<file path="src/rtl/vga_rx_pkg.sv">
// vga_rx_pkg: shared FSM/edge types, counter widths, saturation limits and the
// 1280x800 raster constants used by both the timing generator and the receiver.
package vga_rx_pkg;

    typedef enum logic [1:0] {
        SEARCH  = 2'd0,
        MEASURE = 2'd1,
        LOCKED  = 2'd2
    } rx_state_t;

    typedef enum logic [1:0] {
        EV_NONE     = 2'd0,
        EV_ASSERT   = 2'd1,
        EV_DEASSERT = 2'd2
    } sync_ev_t;

    localparam int H_CNT_W = 12;
    localparam int V_CNT_W = 11;

    localparam logic [H_CNT_W-1:0] H_CNT_MAX = 12'd4095;
    localparam logic [V_CNT_W-1:0] V_CNT_MAX = 11'd2047;

    localparam int VGA_H_DISPLAY   = 1280;
    localparam int VGA_H_SYNC      = 128;
    localparam int VGA_H_SYNC_BACK = 328;
    localparam int VGA_H_TOTAL     = 1680;
    localparam int VGA_V_DISPLAY   = 800;
    localparam int VGA_V_SYNC_BACK = 28;
    localparam int VGA_V_TOTAL     = 831;
    localparam int VGA_LOCK_FRAMES = 2;

    function automatic logic [H_CNT_W-1:0] h_sat_inc(input logic [H_CNT_W-1:0] v);
        if (v == H_CNT_MAX) return v;
        else return v + 12'd1;
    endfunction

    function automatic logic [V_CNT_W-1:0] v_sat_inc(input logic [V_CNT_W-1:0] v);
        if (v == V_CNT_MAX) return v;
        else return v + 11'd1;
    endfunction

endpackage

</file>
<file path="src/rtl/vga_sync_receiver_if.sv">
// vga_sync_receiver_if: incoming sync pair plus everything the receiver reports.
// master = sync source / consumer side, slave = the receiver.
interface vga_sync_receiver_if;
    import vga_rx_pkg::*;

    logic               hsync;
    logic               vsync;
    logic               locked;
    logic               pix_valid;
    logic [10:0]        pix_x;
    logic [9:0]         pix_y;
    logic               frame_start;
    logic [H_CNT_W-1:0] h_total_meas;
    logic [H_CNT_W-1:0] h_sync_meas;
    logic [V_CNT_W-1:0] v_total_meas;
    logic               sync_err;

    modport master (
        output hsync, vsync,
        input  locked, pix_valid, pix_x, pix_y, frame_start,
        input  h_total_meas, h_sync_meas, v_total_meas, sync_err
    );

    modport slave (
        input  hsync, vsync,
        output locked, pix_valid, pix_x, pix_y, frame_start,
        output h_total_meas, h_sync_meas, v_total_meas, sync_err
    );
endinterface

</file>
<file path="src/rtl/vga_sync_edge.sv">
// vga_sync_edge: normalises one sync pin to asserted-high, samples it once and
// reports assert/deassert transitions of the sampled level as a one-cycle event.
module vga_sync_edge
    import vga_rx_pkg::*;
#(
    parameter int ACTIVE_LOW = 1
) (
    input  logic     clk,
    input  logic     reset,
    input  logic     sync_in,
    output sync_ev_t sync_ev
);

    logic norm_s;
    logic sample_r;
    logic prev_r;

    // Map the pin onto an asserted-high level whatever the link polarity.
    always_comb begin
        norm_s = sync_in;
        if (ACTIVE_LOW != 0) norm_s = ~sync_in;
        else norm_s = sync_in;
    end

    // Single sample register plus one cycle of history for edge detection.
    always_ff @(posedge clk) begin
        if (reset) begin
            sample_r <= 1'b0;
            prev_r   <= 1'b0;
        end else begin
            sample_r <= norm_s;
            prev_r   <= sample_r;
        end
    end

    // Classify the sampled level change; assert and deassert are exclusive.
    always_comb begin
        sync_ev = EV_NONE;
        if (sample_r && !prev_r) sync_ev = EV_ASSERT;
        else if (!sample_r && prev_r) sync_ev = EV_DEASSERT;
        else sync_ev = EV_NONE;
    end

endmodule

</file>
<file path="src/rtl/vga_sync_receiver.sv">
// vga_sync_receiver: recovers VGA raster timing from hsync/vsync, locks after
// LOCK_FRAMES clean identical frames and regenerates pixel coordinates.
// Optional feature macro: VGA_RX_ERR_COUNT_EN adds a 16-bit saturating
// err_count port counting sync_err pulses (cleared only by reset).
module vga_sync_receiver
    import vga_rx_pkg::*;
#(
    parameter int H_DISPLAY       = VGA_H_DISPLAY,
    parameter int H_SYNC_BACK     = VGA_H_SYNC_BACK,
    parameter int V_DISPLAY       = VGA_V_DISPLAY,
    parameter int V_SYNC_BACK     = VGA_V_SYNC_BACK,
    parameter int LOCK_FRAMES     = VGA_LOCK_FRAMES,
    parameter int SYNC_ACTIVE_LOW = 1
) (
    input  logic               clk,
    input  logic               reset,
    vga_sync_receiver_if.slave bus
`ifdef VGA_RX_ERR_COUNT_EN
    ,
    output logic [15:0]        err_count
`endif
);

    localparam logic [11:0] H_LO     = 12'(H_SYNC_BACK);
    localparam logic [11:0] H_HI     = 12'(H_SYNC_BACK + H_DISPLAY);
    localparam logic [10:0] V_LO     = 11'(V_SYNC_BACK);
    localparam logic [10:0] V_HI     = 11'(V_SYNC_BACK + V_DISPLAY);
    localparam logic [2:0]  LOCK_TGT = 3'(LOCK_FRAMES);

    sync_ev_t    h_ev_s, v_ev_s;
    logic        h_start_s, h_end_s, v_start_s;
    rx_state_t   state_r, state_nx_s;
    logic [11:0] h_cnt_r, h_cnt_nx_s, line_len_s, h_total_r, h_sync_r;
    logic [10:0] v_line_r, v_line_nx_s, frame_len_s, v_total_r;
    logic [2:0]  match_cnt_r, match_inc_s;
    logic        have_ref_r, clean_r;
    logic        sat_s, line_bad_s, frame_ok_s, lock_err_s, pix_valid_nx_s;
    logic        locked_r, pix_valid_r, frame_start_r, sync_err_r;
    logic [10:0] pix_x_r;
    logic [9:0]  pix_y_r;

    vga_sync_edge #(.ACTIVE_LOW(SYNC_ACTIVE_LOW)) u_h_edge (
        .clk(clk), .reset(reset), .sync_in(bus.hsync), .sync_ev(h_ev_s)
    );

    vga_sync_edge #(.ACTIVE_LOW(SYNC_ACTIVE_LOW)) u_v_edge (
        .clk(clk), .reset(reset), .sync_in(bus.vsync), .sync_ev(v_ev_s)
    );

    // Decode sync events, compute next counter values and the line/frame checks.
    always_comb begin
        h_start_s   = (h_ev_s == EV_ASSERT);
        h_end_s     = (h_ev_s == EV_DEASSERT);
        v_start_s   = (v_ev_s == EV_ASSERT);
        line_len_s  = h_cnt_r + 12'd1;
        match_inc_s = match_cnt_r + 3'd1;
        frame_len_s = v_line_r;
        h_cnt_nx_s  = h_cnt_r;
        v_line_nx_s = v_line_r;
        // A frame boundary landing on a line start still counts that line.
        if (h_start_s) frame_len_s = v_line_r + 11'd1;
        else frame_len_s = v_line_r;
        if (h_start_s) h_cnt_nx_s = 12'd0;
        else h_cnt_nx_s = h_sat_inc(h_cnt_r);
        if (v_start_s) v_line_nx_s = 11'd0;
        else if (h_start_s) v_line_nx_s = v_sat_inc(v_line_r);
        else v_line_nx_s = v_line_r;
        sat_s      = (h_cnt_r == H_CNT_MAX) || (v_line_r == V_CNT_MAX);
        line_bad_s = h_start_s && have_ref_r && (line_len_s != h_total_r);
        frame_ok_s = clean_r && !line_bad_s && (frame_len_s == v_total_r);
        lock_err_s = (state_r == LOCKED) &&
                     ((h_start_s && (line_len_s != h_total_r)) ||
                      (v_start_s && (frame_len_s != v_total_r)) || sat_s);
    end

    // FSM state register.
    always_ff @(posedge clk) begin
        if (reset) state_r <= SEARCH;
        else state_r <= state_nx_s;
    end

    // FSM next-state: search for a frame edge, measure until stable, hold lock.
    always_comb begin
        state_nx_s = state_r;
        case (state_r)
            SEARCH: begin
                if (v_start_s) state_nx_s = MEASURE;
                else state_nx_s = SEARCH;
            end
            MEASURE: begin
                if (sat_s) state_nx_s = SEARCH;
                else if (v_start_s && frame_ok_s && (match_inc_s >= LOCK_TGT)) state_nx_s = LOCKED;
                else state_nx_s = MEASURE;
            end
            LOCKED: begin
                if (lock_err_s) state_nx_s = SEARCH;
                else state_nx_s = LOCKED;
            end
            default: state_nx_s = SEARCH;
        endcase
    end

    // Coordinates use next-cycle counter values so the registered outputs lag the source by two clocks.
    always_comb begin
        pix_valid_nx_s = 1'b0;
        if ((state_nx_s == LOCKED) && (h_cnt_nx_s >= H_LO) && (h_cnt_nx_s < H_HI) &&
            (v_line_nx_s >= V_LO) && (v_line_nx_s < V_HI)) pix_valid_nx_s = 1'b1;
        else pix_valid_nx_s = 1'b0;
    end

    // Raster counters, sync width capture, line reference and frame-match tracking.
    always_ff @(posedge clk) begin
        if (reset) begin
            h_cnt_r     <= 12'd0;
            v_line_r    <= 11'd0;
            h_sync_r    <= 12'd0;
            h_total_r   <= 12'd0;
            v_total_r   <= 11'd0;
            match_cnt_r <= 3'd0;
            have_ref_r  <= 1'b0;
            clean_r     <= 1'b0;
        end else begin
            h_cnt_r  <= h_cnt_nx_s;
            v_line_r <= v_line_nx_s;
            if (h_end_s) h_sync_r <= line_len_s;
            case (state_r)
                SEARCH: begin
                    match_cnt_r <= 3'd0;
                    have_ref_r  <= 1'b0;
                    clean_r     <= 1'b1;
                end
                MEASURE: begin
                    if (h_start_s && !have_ref_r) begin
                        h_total_r  <= line_len_s;
                        have_ref_r <= 1'b1;
                    end else if (line_bad_s) begin
                        clean_r <= 1'b0;
                    end
                    // Frame boundary: record length, then count a match or start over.
                    if (v_start_s) begin
                        v_total_r <= frame_len_s;
                        clean_r   <= 1'b1;
                        if (frame_ok_s) begin
                            match_cnt_r <= match_inc_s;
                        end else begin
                            match_cnt_r <= 3'd0;
                            have_ref_r  <= 1'b0;
                        end
                    end
                end
                LOCKED: begin
                    clean_r <= 1'b1;
                end
                default: begin
                    match_cnt_r <= 3'd0;
                    have_ref_r  <= 1'b0;
                end
            endcase
        end
    end

    // Registered status and pixel outputs.
    always_ff @(posedge clk) begin
        if (reset) begin
            locked_r      <= 1'b0;
            sync_err_r    <= 1'b0;
            frame_start_r <= 1'b0;
            pix_valid_r   <= 1'b0;
            pix_x_r       <= 11'd0;
            pix_y_r       <= 10'd0;
        end else begin
            locked_r      <= (state_nx_s == LOCKED);
            sync_err_r    <= lock_err_s;
            frame_start_r <= v_start_s && (state_r == LOCKED) && (state_nx_s == LOCKED);
            pix_valid_r   <= pix_valid_nx_s;
            if (pix_valid_nx_s) begin
                pix_x_r <= 11'(h_cnt_nx_s - H_LO);
                pix_y_r <= 10'(v_line_nx_s - V_LO);
            end else begin
                pix_x_r <= 11'd0;
                pix_y_r <= 10'd0;
            end
        end
    end

`ifdef VGA_RX_ERR_COUNT_EN
    logic [15:0] err_count_r;

    // Saturating count of lock losses.
    always_ff @(posedge clk) begin
        if (reset) err_count_r <= 16'd0;
        else if (lock_err_s && (err_count_r != 16'hFFFF)) err_count_r <= err_count_r + 16'd1;
        else err_count_r <= err_count_r;
    end

    assign err_count = err_count_r;
`endif

    assign bus.locked       = locked_r;
    assign bus.pix_valid    = pix_valid_r;
    assign bus.pix_x        = pix_x_r;
    assign bus.pix_y        = pix_y_r;
    assign bus.frame_start  = frame_start_r;
    assign bus.h_total_meas = h_total_r;
    assign bus.h_sync_meas  = h_sync_r;
    assign bus.v_total_meas = v_total_r;
    assign bus.sync_err     = sync_err_r;

endmodule
</file>
<file path="src/flat_wrapper.sv">
// flat-port wrapper written by rule: the top's interface ports become plain ports
module vga_sync_receiver_flat import vga_rx_pkg::*;
#(
    parameter int H_DISPLAY       = VGA_H_DISPLAY,
    parameter int H_SYNC_BACK     = VGA_H_SYNC_BACK,
    parameter int V_DISPLAY       = VGA_V_DISPLAY,
    parameter int V_SYNC_BACK     = VGA_V_SYNC_BACK,
    parameter int LOCK_FRAMES     = VGA_LOCK_FRAMES,
    parameter int SYNC_ACTIVE_LOW = 1
)
  (clk, reset, bus_hsync, bus_vsync, bus_locked, bus_pix_valid, bus_pix_x, bus_pix_y, bus_frame_start, bus_h_total_meas, bus_h_sync_meas, bus_v_total_meas, bus_sync_err);
  vga_sync_receiver_if bus_i ();
  input  logic clk;
  input  logic reset;
  input wire logic [$bits(bus_i.hsync)-1:0] bus_hsync;
  input wire logic [$bits(bus_i.vsync)-1:0] bus_vsync;
  output wire logic [$bits(bus_i.locked)-1:0] bus_locked;
  output wire logic [$bits(bus_i.pix_valid)-1:0] bus_pix_valid;
  output wire logic [$bits(bus_i.pix_x)-1:0] bus_pix_x;
  output wire logic [$bits(bus_i.pix_y)-1:0] bus_pix_y;
  output wire logic [$bits(bus_i.frame_start)-1:0] bus_frame_start;
  output wire logic [$bits(bus_i.h_total_meas)-1:0] bus_h_total_meas;
  output wire logic [$bits(bus_i.h_sync_meas)-1:0] bus_h_sync_meas;
  output wire logic [$bits(bus_i.v_total_meas)-1:0] bus_v_total_meas;
  output wire logic [$bits(bus_i.sync_err)-1:0] bus_sync_err;
  assign bus_i.hsync = bus_hsync;
  assign bus_i.vsync = bus_vsync;
  assign bus_locked = bus_i.locked;
  assign bus_pix_valid = bus_i.pix_valid;
  assign bus_pix_x = bus_i.pix_x;
  assign bus_pix_y = bus_i.pix_y;
  assign bus_frame_start = bus_i.frame_start;
  assign bus_h_total_meas = bus_i.h_total_meas;
  assign bus_h_sync_meas = bus_i.h_sync_meas;
  assign bus_v_total_meas = bus_i.v_total_meas;
  assign bus_sync_err = bus_i.sync_err;
  vga_sync_receiver #(.H_DISPLAY(H_DISPLAY), .H_SYNC_BACK(H_SYNC_BACK), .V_DISPLAY(V_DISPLAY), .V_SYNC_BACK(V_SYNC_BACK), .LOCK_FRAMES(LOCK_FRAMES), .SYNC_ACTIVE_LOW(SYNC_ACTIVE_LOW)) u_core (.clk(clk), .reset(reset), .bus(bus_i));
endmodule
</file>
<file path="config.mk">
export PLATFORM = sky130hd
export DESIGN_NAME = vga_sync_receiver_flat
export DESIGN_NICKNAME = d
export VERILOG_FILES = /design/src/rtl/vga_rx_pkg.sv /design/src/rtl/vga_sync_receiver_if.sv /design/src/rtl/vga_sync_edge.sv /design/src/rtl/vga_sync_receiver.sv /design/src/flat_wrapper.sv
export SDC_FILE = /design/constraint.sdc
export NUM_CORES = 1
export LEC_CHECK = 0
export BUFFER_PORTS_ARGS = -buffer_cell sky130_fd_sc_hd__buf_2
export CAP_MARGIN = 5
export CORE_UTILIZATION = 45
export DETAILED_ROUTE_END_ITERATION = 10
export GPL_TIMING_DRIVEN = 0
export PLACE_DENSITY_LB_ADDON = 0.3
export SETUP_SLACK_MARGIN = 0.1
export SYNTH_ARGS = -nofsm -noshare
export SYNTH_HDL_FRONTEND = slang
export SYNTH_SLANG_ARGS = --single-unit
</file>
<file path="constraint.sdc">
create_clock -name clk -period 4 [get_ports clk]
set_input_delay 0.2 -clock clk [delete_from_list [all_inputs] [get_ports clk]]
set_output_delay 0.2 -clock clk [all_outputs]
set_load 0.05 [all_outputs]
</file>
## Word level (Yosys, flattened, before mapping)

Index checks and enable logic that the tools add are counted.
Widths: inputs -> output; s select.

- Add/subtract/negate cells: 5
- Order comparisons: 5
- Equal/unequal tests: 14
- Mux-type cells: 27
- Bitwise gates (word level): 4
- Reduce and logical (&&, ||, !) cells: 37

Operators with widths:

| operator | count |
|---|---|
| $mux 11 | 4 |
| $mux 12 | 2 |
| $logic_and 1x1->1 | 20 |
| $mux 2 | 7 |
| $add 12x1->12 const B | 1 |
| $eq 12x12->1 const B | 1 |
| $ge 12x9->1 const B | 1 |
| $lt 12x11->1 const B | 1 |
| $ne 12x12->1 | 1 |
| $add 11x1->11 const B | 1 |
| $eq 11x11->1 | 1 |
| $eq 11x11->1 const B | 1 |
| $ge 11x5->1 const B | 1 |
| $lt 11x10->1 const B | 1 |
| $ne 11x11->1 | 1 |
| $sub 11x9->11 const B | 1 |
| $sub 10x5->10 const B | 1 |
| $mux 1 | 8 |
| $eq 2x1->1 const B | 3 |
| $eq 2x2->1 const B | 3 |
| $logic_not 1->1 | 6 |
| $mux 3 | 2 |
| $pmux 2 s3 | 1 |
| $pmux 3 s2 | 1 |
| 13 further kinds | 22 |

- Register bits: 94
- Bits of input ports: 4
- Output and inout port bits: 60
- Logic and storage cells: 111

## Longest topological paths before layout

Gate-level depths: netlist of the first run.

- Depth after elaboration: 23
- Mapped depth: 12

## By module

From an unflattened synthesis of the first run, not the netlist that was laid out.

- Cell total of the unflattened synthesis: 595
- Area total of the unflattened synthesis: 5,173.7 um2

By module, submodules not included:

| module | times used | cells each | area each (um2) | seq. area each (um2) |
|---|---|---|---|---|
| vga_sync_receiver | 1 | 583 | 5,048.6 | 1,801.7 |
| vga_sync_edge | 2 | 6 | 62.6 | 40.0 |

## Worst setup path before layout of the first run

OpenSTA, ideal clock, no wires.

- Path type: register to register
- Start point: register u_core.h_cnt_r[1]
- End point: register u_core.pix_x_r[9], in the netlist u_core.bus.pix_x[9]
- Setup time: 0.091 ns
- Arrival time: 2.762 ns
- Slack: 1.147 ns
- Stages on the path, launching flop included: 13
- Buffers on the path: 2
- Clock period less this slack: 2.853 ns
- Cells stage by stage: dfxtp_1 > ha_1 > nand4_1 > or4_1 > buf_2 > clkbuf_1 > nand2_1 > nand2_1 > ha_1 > a211o_1 > a21oi_1 > xnor2_1 > a311oi_1

- Longest elaborated chain between the ends: 19
- Elaborated cells between the ends (all ways): 31
- Classes of those cells: add/sub: 2; order compare: 2; eq/ne: 3; mux: 7; bitwise: 1; reduce/logical: 16

RTL lines:

| what | line | RTL |
|---|---|---|
| from (decl) | vga_sync_receiver.sv:33 | `logic [11:0] h_cnt_r, h_cnt_nx_s, line_len_s, h_total_r, h_sync_r;` |
| from (signal assigned) | vga_sync_receiver.sv:123 | `h_cnt_r <= h_cnt_nx_s;` |
| $add 12x1->12 | vga_rx_pkg.sv:34, vga_sync_receiver.sv:55 |  |
| $ne 12x12->1 | vga_sync_receiver.sv:69, vga_sync_receiver.sv:72 |  |
| $logic_and 1x1->1 | vga_sync_receiver.sv:69 | `line_bad_s = h_start_s && have_ref_r && (line_len_s != h_total_r);` |
| $logic_not 1->1 | vga_sync_receiver.sv:70 | `frame_ok_s = clean_r && !line_bad_s && (frame_len_s == v_total_r);` |
| $logic_and 1x1->1 (2 in series) | vga_sync_receiver.sv:70 |  |
| $logic_and 1x1->1 (2 in series) | vga_sync_receiver.sv:92 | `else if (v_start_s && frame_ok_s && (match_inc_s >= LOCK_TGT)) state_nx_s = LOCKED;` |
| $mux 2 | vga_sync_receiver.sv:92 |  |
| $mux 2 | vga_sync_receiver.sv:91 | `if (sat_s) state_nx_s = SEARCH;` |
| $pmux 2 s3 | vga_sync_receiver.sv:85 | `case (state_r)` |
| $eq 2x2->1 | vga_sync_receiver.sv:106 | `if ((state_nx_s == LOCKED) && (h_cnt_nx_s >= H_LO) && (h_cnt_nx_s < H_HI) &&` |
| $logic_and 1x1->1 (3 in series) | vga_sync_receiver.sv:106 |  |
| $logic_and 1x1->1 | vga_sync_receiver.sv:107 | `(v_line_nx_s >= V_LO) && (v_line_nx_s < V_HI)) pix_valid_nx_s = 1'b1;` |
| $mux 1 | vga_sync_receiver.sv:106 |  |
| $not 1->1 (no source line) | -- |  |
| $reduce_or 2->1 (no source line) | -- |  |
| to (signal assigned) | vga_sync_receiver.sv:177 | `pix_x_r <= 11'(h_cnt_nx_s - H_LO);` |
| to (decl) | vga_sync_receiver.sv:39 | `logic [10:0] pix_x_r;` |

Parallel ways exist; a longest one is shown, timed or not.
A chain may end at the register's enable or synchronous reset.

## Worst setup path after layout of the first run

Ends and elaborated chain as after synthesis.

==> results.md, run 1 <==
- Skew final: between 0.015 and 0.02 ns
- Setup TNS: 0 ns
- Number of setup violations in the final report: 0
- WL met3: slightly below 900 um
- DRC viols: 0
- Area grow syn2layout: 14.2%
- Final Core Density: 0.533
- Static Leak: 2.05 nW
- Die Y: between 100 and 150 um
- Largest net degree at the start of global routing: 19
- Least-Margin Pin Slew: around 0.72 ns
- Power density over the cells: approximately 320 mW/mm^2
- Post-Syn Area: slightly below 0.005 mm^2
- Worst setup path category: register to register
- Vias in the first global route: 4083
- Most frequent cells in the layout: dfxtp_1, buf_2, nor2_1
- Final wirelength: between 10 and 15 mm
- Routed vias/inst: 5.70
- Avg Cell Area, Syn: 8.72 um^2
- Layout Nets: 643
- Synthesis-stage register bit count: 94
- CP max-delay cell: or4_1
- Syn Nets: between 500 and 600
- Final worst hold slack: roughly 0.32 ns
- Initial DRC count: between 300 and 400
- RSZ-0062 raised after global routing: false
- Crit. End Element: register
- Crit-path cells: ha_1 > nand4_1 > or4_1 > buf_2 > clkbuf_1 > nand2_1 > nand2_1 > ha_1 > a211o_1 > a21oi_1 > xnor2_1 > a311oi_1
- Startpoint Class: register
- YS warnings: 0
- Starting Density: 0.467
- Uppermost layer routed: met4
- Final critical-path share of the clock period: 0.859
- Maximum clock frequency: 291 MHz
- Final ANT Viol Nets: 0
- Worst Path Arrival: roughly 3.7 ns
- Crit-path max FO: 10
- CTS tree: built
- Metal2 WL: around 5.9 mm
- TritonCTS sink count: between 90 and 100
- Port bufs: 62
- Peak supply drop: 0.000173 V
- Clock Tree Root: clkbuf_8
- Power Total: between 0.0015 and 0.002 W
- Worst EP required: 4.28 ns
- Row cnt: 37
- First-pass GRT wire length: roughly 21 mm
- Total grt overflow: 0
- Synth Instances: 558
- Antenna Cells: 0
- CP top delay family: simple AND/OR/NAND/NOR gates
- Tmin final: around 3.4 ns
- Ys flop type: dfxtp_1
- DIE WIDTH: approximately 110 um
- Hold Path Class: primary input to register
- M1 WL: 5.98 mm
- Overall Global Routing Usage: 0.239
- H-tree depth: 3
- Max Cap Viol: 0
- Post-synthesis cell type count: between 60 and 70
- I/O Pins: 64
- DR vias: 4415
- CTS Buffer Depth: 2
- Relative slew slack: 0.520
- Worst path max stage delay: ~0.6 ns
- Clk Latency, worst-skew pair: slightly below 0.4 ns
- DPL Wire Length: ~9.8 mm
- Share of the yosys chip area belonging to registers: 0.387
- Gpl congestion: 0.913
- Clock transition at path regs: roughly 0.11 ns
- Post-CTS setup buffers: 0
- Share of layout cells above drive strength 1: 0.191
- Core area: 0.0104 mm^2
- Status: finished clean
- Crit path buf inv count: 2
- CTS buffer count: 9
- Final Slew Violations: 0
- Final Hold Violating Endpoints: 0
- DRT Pass-1 Iters: 6
- Average wire per standard cell: roughly 17 um
- Dpl cell area: 0.00535 mm^2
- Die ar.: 0.0112 mm^2
- Initial antenna violation count: 0
- Asr flop ratio synth: 0
- Most common cell after layout, fill and taps aside: dfxtp_1
- Post-synth EDFFs: 0
- Fin area: about 0.0056 mm^2
area by class of cell:
cell class / count / area [um^2]
fillers: 975 / 4860
multi-input cells: 404 / 2700
flip-flops and latches: 94 / 1880
repair buffers: 64 / 330
plain buffers: 45 / 225
well taps: 136 / 170
clock buffers: 9 / 124
clock inverters: 7 / 65.1
inverters: 15 / 56.3
state kept, by name, indices dropped and copies added, names as in the netlist, 2 cells and up:
register                 cells
u_core.bus.pix_y            10
u_core.bus.pix_x            11
u_core.v_line_r             11
u_core.bus.h_sync_meas      12
u_core.bus.h_total_meas     12
u_core.state_r               2
u_core.bus.v_total_meas     11
u_core.h_cnt_r              12
u_core.match_cnt_r           3
final timing paths:
kind | startpoint | endpoint | slack (ns) | cells after the start
setup / recovery | u_core.h_cnt_r[1] | u_core.bus.pix_x[9] | 0.56 | 12
hold / removal | reset | u_core.state_r[0] | 0.32 | 3
setup reg to reg | u_core.h_cnt_r[1] | u_core.bus.pix_x[9] | 0.56 | 12
hold reg to reg | u_core.match_cnt_r[2] | u_core.match_cnt_r[2] | 0.47 | 2
cell families after synthesis:
| kind of cell | after synthesis | share of synthesized area |
|---|---|---|
| AO/OA/AOI/OAI | 129 | 0.187 |
| XOR/XNOR | 53 | 0.104 |
| adder cells (fa/ha/maj) | 6 | 0.0154 |
| buffers and inverters | 60 | 0.0578 |
| flip-flops | 94 | 0.387 |
| multiplexers | 5 | 0.0105 |
| AND/OR/NAND/NOR | 211 | 0.239 |
cell usage after synthesis, types with 6 or more instances:
cell      count  area [um^2]
a311oi_1      7         61.3
inv_1        15         56.3
buf_2        10         50.1
o21ai_0      18         90.1
a21oi_1      23          115
nand2b_1      6         37.5
nand3_1      16         80.1
nor3_2       16          160
nand2_1      39          146
xnor2_1      36          315
nor4_1        7         43.8
a211oi_1     35          263
nor2b_1      10         62.6
xor2_1       14          123
ha_1          6         75.1
clkbuf_1     23         86.3
nor2_1       64          240
dfxtp_1      94         1880
nor3_1       17         85.1
power breakdown:
group	internal, W	switching, W
registers	0.000954	0.0000163
clock network	0.000240	0.000388
logic	0.0000548	0.000134
total	0.00125	0.000539
routing by layer:
| metal | up-vias | GRT usage |
|---|---|---|
| met5 | - | 0 |
| met4 | 0 | 0.0784 |
| met3 | 22 | 0.0515 |
| met2 | 171 | 0.372 |
| met1 | 2069 | 0.328 |
| li1 | 2153 | - |
repair_timing:
| action | 4_1_cts | 5_1_grt |
|---|---|---|
| hold buffers | 2 | 0 |
| endpoints found under the hold margin | 2 | 0 |
| gates resized for setup | 0 | 0 |
per-stage QoR:
| step | setup WS (ns) | instances |
|---|---|---|
| after floorplan | 1.15 | 558 |
| after global placement | 0.671 | 756 |
| after detailed placement | 0.641 | 756 |
| after CTS | 0.613 | 774 |
| after global routing | 0.383 | 774 |
| final | 0.564 | 774 |
worst register-to-register path: cells and delay by family, from the launching register on:
kind	cells	cell delay, ns
DFF	1	0.39
xor gates and xnor gates	1	0.10
and+or+nand+nor	4	1.07
adders and majority gates	2	0.48
AOI/OAI and AO/OA	3	0.81
buffers and inverters	2	0.47
(Power assumes the default switching activity.)
==> run 2, diff against run 1 <==
Settings changed: BUFFER_PORTS_ARGS -buffer_cell sky130_fd_sc_hd__buf_2 to -buffer_cell sky130_fd_sc_hd__buf_4.
==> results.md, run 2 (synthesized netlist as in run 1, its figures left out) <==
- Most common cell after layout, fill and taps aside: dfxtp_1
- Tmin final: 3.35 ns (-0.0889 ns)
- Startpoint Class: register
- DIE WIDTH: 106 um (unchanged)
- Clk Latency, worst-skew pair: 0.38 ns (about the same)
- Crit-path max FO: 10 (unchanged)
- Inst Count DP: 756 (unchanged)
- Antenna Cells: 0 (unchanged)
- DRT Pass-1 Iters: 5 (-1)
- Average wire per standard cell: 17.1 um (+1.4%)
- Relative slew slack: 0.528 (+0.00842)
- Post_cts resized: 0 (unchanged)
- DPL Wire Length: 9.99 mm (+1.5%)
- First-pass GRT wire length: 21.7 mm (+3.6%)
- I/O Pins: 64 (unchanged)
- Vias in the first global route: 4229 (+3.6%)
- Worst R2R Start: u_core.h_cnt_r[8]
- Setup crit start: u_core.h_cnt_r[8]
- Gpl congestion: 0.886 (-3.0%)
- Initial antenna violation count: 0 (unchanged)
- Layout Cells excl Fill: 774 (unchanged)
- Crit. End Element: register
- Setup slack at placement: 0.677 ns (+0.0356 ns)
- Setup TNS: 0 ns (unchanged)
- Status: finished clean
- H-tree depth: 3 (unchanged)
- TritonCTS sink count: 94 (unchanged)
- Area grow syn2layout: 17.8%
- Worst path max stage delay: 0.60 ns (about the same)
- CTS Buffer Depth: 2 (unchanged)
- Share of layout cells above drive strength 1: 0.191 (unchanged)
- Flop2flop setup slack: 0.65 ns (+0.09 ns)
- CTS buffer count: 9 (unchanged)
- Die ar.: 0.0112 mm^2 (unchanged)
- Port bufs: 62 (unchanged)
- Starting Density: 0.467 (unchanged)
- Post-CTS setup buffers: 0 (unchanged)
- Clock transition at path regs: 0.10 ns (about the same)
- Overall Global Routing Usage: 0.245 (+0.00655)
- Final Core Density: 0.550 (+0.0169)
- Routed vias/inst: 5.74 (+0.66%)
- DR vias: 4444 (+0.66%)
- Final Slew Violations: 0 (unchanged)
- Clock Tree Root: clkbuf_8
- Number of setup violations in the final report: 0 (unchanged)
- DRC viols: 0 (unchanged)
- Most frequent cells in the layout: dfxtp_1, buf_4, nor2_1
- Skew final: 0.0102 ns (-0.00726 ns)
- Worst setup path category: register to register
- Row cnt: 37 (unchanged)
- CP max-delay cell: or4_1
- Die Y: 106 um (unchanged)
- Core area: 0.0104 mm^2 (unchanged)
- Hold Startpoint: reset
- Least-Margin Pin Slew: 0.703 ns (-0.0125 ns)
- Final critical-path share of the clock period: 0.837 (-0.0222)
- Max Cap Viol: 0 (unchanged)
- Worst Path Arrival: 3.66 ns (-0.05 ns)
- Final wirelength: 13.2 mm (+1.4%)
- CTS tree: built
- Initial DRC count: 326 (+6.2%)
- RSZ-0062 raised after global routing: false
- Hold Path Class: primary input to register
- Power density over the cells: 323 mW/mm^2 (+0.37%)
- Worst EP required: 4.32 ns (+0.04 ns)
- Peak supply drop: 0.000153 V (-12%)
- Total grt overflow: 0 (unchanged)
- Final Hold Violating Endpoints: 0 (unchanged)
- Layout Nets: 643 (unchanged)
- Crit-path cells: clkbuf_1 > nand3_1 > or4_1 > xnor2_1 > nor4bb_1 > a21oi_1 > nor4_2 > o21ai_2 > buf_6 > nor3_2
- Static Leak: 2.06 nW (+0.34%)
- Final setup margin: 0.653 ns (+0.0889 ns)
- Final ANT Viol Nets: 0 (unchanged)
- Maximum clock frequency: 299 MHz (+2.7%)
- Largest net degree at the start of global routing: 19 (unchanged)
run 2: changes by cell type in the layout (fill, tap and decap cells not counted), sizes merged:
cell / delta
inv: +1
clkinv: -2
bufinv: +1
run 2: worst paths after layout:
check,to,depth (start not counted)
worst min register to register,u_core.match_cnt_r[1],2
worst max-delay path,u_core.bus.pix_x[5],10
worst max register to register,u_core.bus.pix_x[5],10
worst min-delay path,u_core.h_cnt_r[2],3
run 2: worst max-delay path: cells and delay by family (launching register included):
family	cells	cell delay, ns
simple gates	5	1.80
xor+xnor	1	0.16
flops	1	0.32
buf+inv	2	0.53
compound gates	2	0.46
run 2: per-layer routing:
layer	track usage	part of all wire	vias to the layer above
met5	0	0	-
met4	0.0972	0.019	0
met3	0.0349	0.050	18
met2	0.382	0.46	142
met1	0.341	0.47	2130
li1	-	-	2154
run 2: repair_timing:
item	in CTS	in global routing
endpoints found under the hold margin	2	0
hold buffers	2	0
endpoints found under the setup margin	0	0
run 2: area by class of cell:
cell class	instances	area [um^2]
sequential	94	1880
buffer	45	225
multi-input combinational	404	2700
tap	136	170
clock inverter	7	86.3
clock buffer	9	124
timing repair buffer	64	485
fill	984	4680
inverter	15	56.3
run 2: power breakdown:
group	leakage, nW	switching [W]	internal, W
registers	0.761	0.0000172	0.000954
clock network	0.104	0.000381	0.000303
logic	1.19	0.000134	0.0000623
run 2: through the flow:
step	hold WS, ns	power [W]	area, um^2
global placement	0.354	0.00118	5500
detailed placement	0.354	0.00119	5500
finish	0.351	0.00185	5730
CTS	0.348	0.00186	5730
floorplan	0.267	0.00113	4870
global route	0.386	0.00192	5730
==> run 3, diff against run 2 <==
Settings changed: ABC_AREA from default to 1.
Clock period 4 ns to 3 ns, I/O delays scaled along.
==> results.md, run 3 <==
- Status: finished clean
- Post-synthesis cell type count: 34 (-50%)
- YS warnings: 0 (unchanged)
- Top post-synthesis cells by area: dfxtp_1, nand2_1, inv_1
- Asr flop ratio synth: 0 (unchanged)
- Worst R2R Start: u_core.v_line_r[0]
- Least-Margin Pin Slew: 0.558 ns (-0.144 ns)
- Tmin final: 2.72 ns (-0.624 ns)
- Setup crit start: u_core.v_line_r[0]
- CTS tree: built
- Initial DRC count: 228 (-30%)
- Die Y: 104 um (-1.9%)
- Layout filler cell count: 962 (-2.2%)
- Area grow syn2layout: 19.4%
- Layout Nets: 770 (+20%)
- Largest net degree at the start of global routing: 17 (-2)
- Fin area: 0.00559 mm^2 (-2.6%)
- Share of the yosys chip area belonging to registers: 0.402 (+0.0157)
- Top-area cell type share of the netlist area: 0.402 (+0.0157)
- I/O Pins: 64 (unchanged)
- Clock Power Share: 0.339 (-0.030)
- Crit-path max FO: 10 (unchanged)
- Maximum clock frequency: 367 MHz (+23%)
- Setup TNS: 0 ns (unchanged)
- Skew final: 0.0170 ns (+0.00679 ns)
- Crit. End Element: register
- Final wirelength: 12.0 mm (-9.3%)
- Clk Latency, worst-skew pair: 0.38 ns (about the same)
- First-pass GRT wire length: 19.5 mm (-10%)
- TritonCTS sink count: 94 (unchanged)
- Syn Nets: 693 (+22%)
- Hold Startpoint: reset
- Clock Tree Root: clkbuf_8
- Final ANT Viol Nets: 0 (unchanged)
- Avg Cell Area, Syn: 6.85 um^2 (-21%)
- Startpoint Class: register
- FF+latch area: 0.00189 mm^2 (+0.27%)
- Worst EP required: 3.32 ns (-1.00 ns)
- DPL Wire Length: 9.30 mm (-7.0%)
- Int Pwr: 0.00178 W (+35%)
- Final Hold Violating Endpoints: 0 (unchanged)
- Combinational Power Share: 0.141 (+0.035)
- Post-synth EDFFs: 0 (unchanged)
- Static Leak: 2.70 nW (+31%)
- CP top delay family: simple AND/OR/NAND/NOR gates
- Routed vias/inst: 5.10 (-11%)
- Antenna Cells: 0 (unchanged)
- Hold Path Class: primary input to register
- Final Slew Violations: 0 (unchanged)
- Sw Ratio: 0.291 (+0.00348)
- Average wire per standard cell: 13.3 um (-22%)
- Worst path max stage delay: 0.38 ns (-0.22 ns)
- Most common cell after layout, fill and taps aside: nand2_1
- DIE WIDTH: 104 um (-1.9%)
- Core area: 0.00991 mm^2 (-4.9%)
- Number of setup violations in the final report: 0 (unchanged)
- Cell repeated most along the worst path: nand2_1
- Crit-path cells: ha_2 > nand2_2 > nor2_4 > nand4_4 > nand2_4 > inv_2 > nand2_1 > nand3_1 > inv_2 > ha_2 > inv_1 > nor2_1 > nand2_1 > nand3_1 > nand2_1 > nor2_4 > nand4_4 > buf_6 > nor2_2
- Synthesis-stage register bit count: 94 (unchanged)
- CTS Buffer Depth: 2 (unchanged)
- Die ar.: 0.0108 mm^2 (-3.8%)
- Port bufs: 62 (unchanged)
- DRC viols: 0 (unchanged)
- Yosys top cell by area: dfxtp_1
- Most frequent cell after synthesis: nand2_1
- Vias in the first global route: 4226 (-0.071%)
- DRT Pass-1 Iters: 5 (unchanged)
- DR vias: 4580 (+3.1%)
- Ys flop type: dfxtp_1
- Peak supply drop: 0.000275 V (+80%)
- Post-synth top cells: nand2_1, dfxtp_1, inv_1
- Worst setup path category: register to register
- Row cnt: 36 (-2.7%)
- H-tree depth: 3 (unchanged)
- Synth Instances: 683 (+22%)
- Most frequent cells in the layout: nand2_1, dfxtp_1, inv_1
- Initial antenna violation count: 0 (unchanged)
- Final critical-path share of the clock period: 0.908 (+0.0709)
- Overall Global Routing Usage: 0.226 (-0.0192)
- Post-Syn Area: 0.00468 mm^2 (-3.9%)
- RSZ-0062 raised after global routing: true
- Power density over the cells: 450 mW/mm^2 (+39%)
- Sequential power share: 0.519 (-0.006)
- Relative slew slack: 0.628 (+0.0997)
- Crit path buf inv count: 4 (+2)
- Starting Density: 0.472 (+0.00470)
- Share of layout cells above drive strength 1: 0.186 (-0.00560)
- Dpl cell area: 0.00531 mm^2 (-3.5%)
- Multi-input logic area: 0.00237 mm^2 (-12%)
- CTS buffer count: 9 (unchanged)
- Max Cap Viol: 0 (unchanged)
- CP max-delay cell: dfxtp_4
- Clock transition at path regs: 0.10 ns (about the same)
- Gpl congestion: 0.897 (+1.3%)
- P_sw: 0.000731 W (+37%)
- Total grt overflow: 0 (unchanged)
- Worst Path Arrival: 3.04 ns (-0.62 ns)
## run 3: cell count changes in the layout (fill, tap and decap cells not counted), moves of 15 or more
cell / delta
xnor2_1: -29
o21ai_0: +25
nand3_1: +37
a21oi_1: +22
nor2_2: +21
nand2_1: +120
a211oi_1: -34
nor2_1: +16
inv_1: +70
nor3_2: -15
## run 3: final cells by class
type,count,area share
Clock inverter,5,0.0116
Timing Repair Buffer,66,0.0896
Tap cell,133,0.0298
Sequential cell,94,0.338
Buffer,23,0.0217
Multi-Input combinational cell,474,0.424
Inverter,92,0.0618
Clock buffer,11,0.0235
## run 3: power groups by stage
| stage | clock (W) | sequential (W) | combinational, W |
|---|---|---|---|
| 3_5_place_dp | 0 | 0.00133 | 0.000344 |
| 2_1_floorplan | 0 | 0.00138 | 0.000200 |
| 3_3_place_gp | 0 | 0.00133 | 0.000337 |
| 5_1_grt | 0.000925 | 0.00131 | 0.000392 |
| 6_report | 0.000853 | 0.00131 | 0.000355 |
| 4_1_cts | 0.000871 | 0.00131 | 0.000348 |
## run 3: cell families after synthesis
group | share of synthesized area
xor+xnor | 0.0318
simple gates | 0.334
compound gates | 0.116
fa+ha+maj | 0.0161
flops | 0.402
buf+inv | 0.0998
## run 3: through the flow
step           setup WS, ns  hold WS [ns]   util  total power (W)  cells
2_1_floorplan         0.608         0.217      -          0.00158    683
3_3_place_gp         0.0350         0.301  0.536          0.00167    878
3_5_place_dp         0.0308         0.304  0.536          0.00168    878
4_1_cts               0.105         0.190  0.559          0.00252    897
5_1_grt              0.0727         0.224  0.564          0.00263    898
6_report              0.277         0.173  0.564          0.00251    898
## run 3: timing repair
item | in CTS | in global routing
setup buffers | 1 | 1
setup endpoints to repair | 20 | 27
hold endpoints to repair | 2 | 0
hold buffers | 2 | 0
pin swaps | 1 | 2
gates resized for setup | 1 | 13
## run 3: worst min-delay path: cells and delay by family
kind                   cells  cell delay [ns]
AOI/OAI and AO/OA          2             0.12
buffers and inverters      2             0.25
## run 3: layer usage
layer  share of wire  wire, um  global-route usage  up-vias
met1            0.43      5110               0.269     2135
met5               0         0                   0        -
met3           0.051       616              0.0282       24
li1                -         -                   -     2312
met4           0.027       327               0.114        0
met2            0.49      5930               0.399      109
## run 3: worst paths after layout
| kind | endpoint | cells after the start | slack (ns) |
|---|---|---|---|
| worst max register to register | u_core.bus.pix_x[1] | 19 | 0.28 |
| worst max-delay path | u_core.bus.pix_x[1] | 19 | 0.28 |
| worst min-delay path | u_core.bus.v_total_meas[2] | 4 | 0.17 |
| worst min register to register | u_core.u_v_edge.prev_r | 2 | 0.44 |
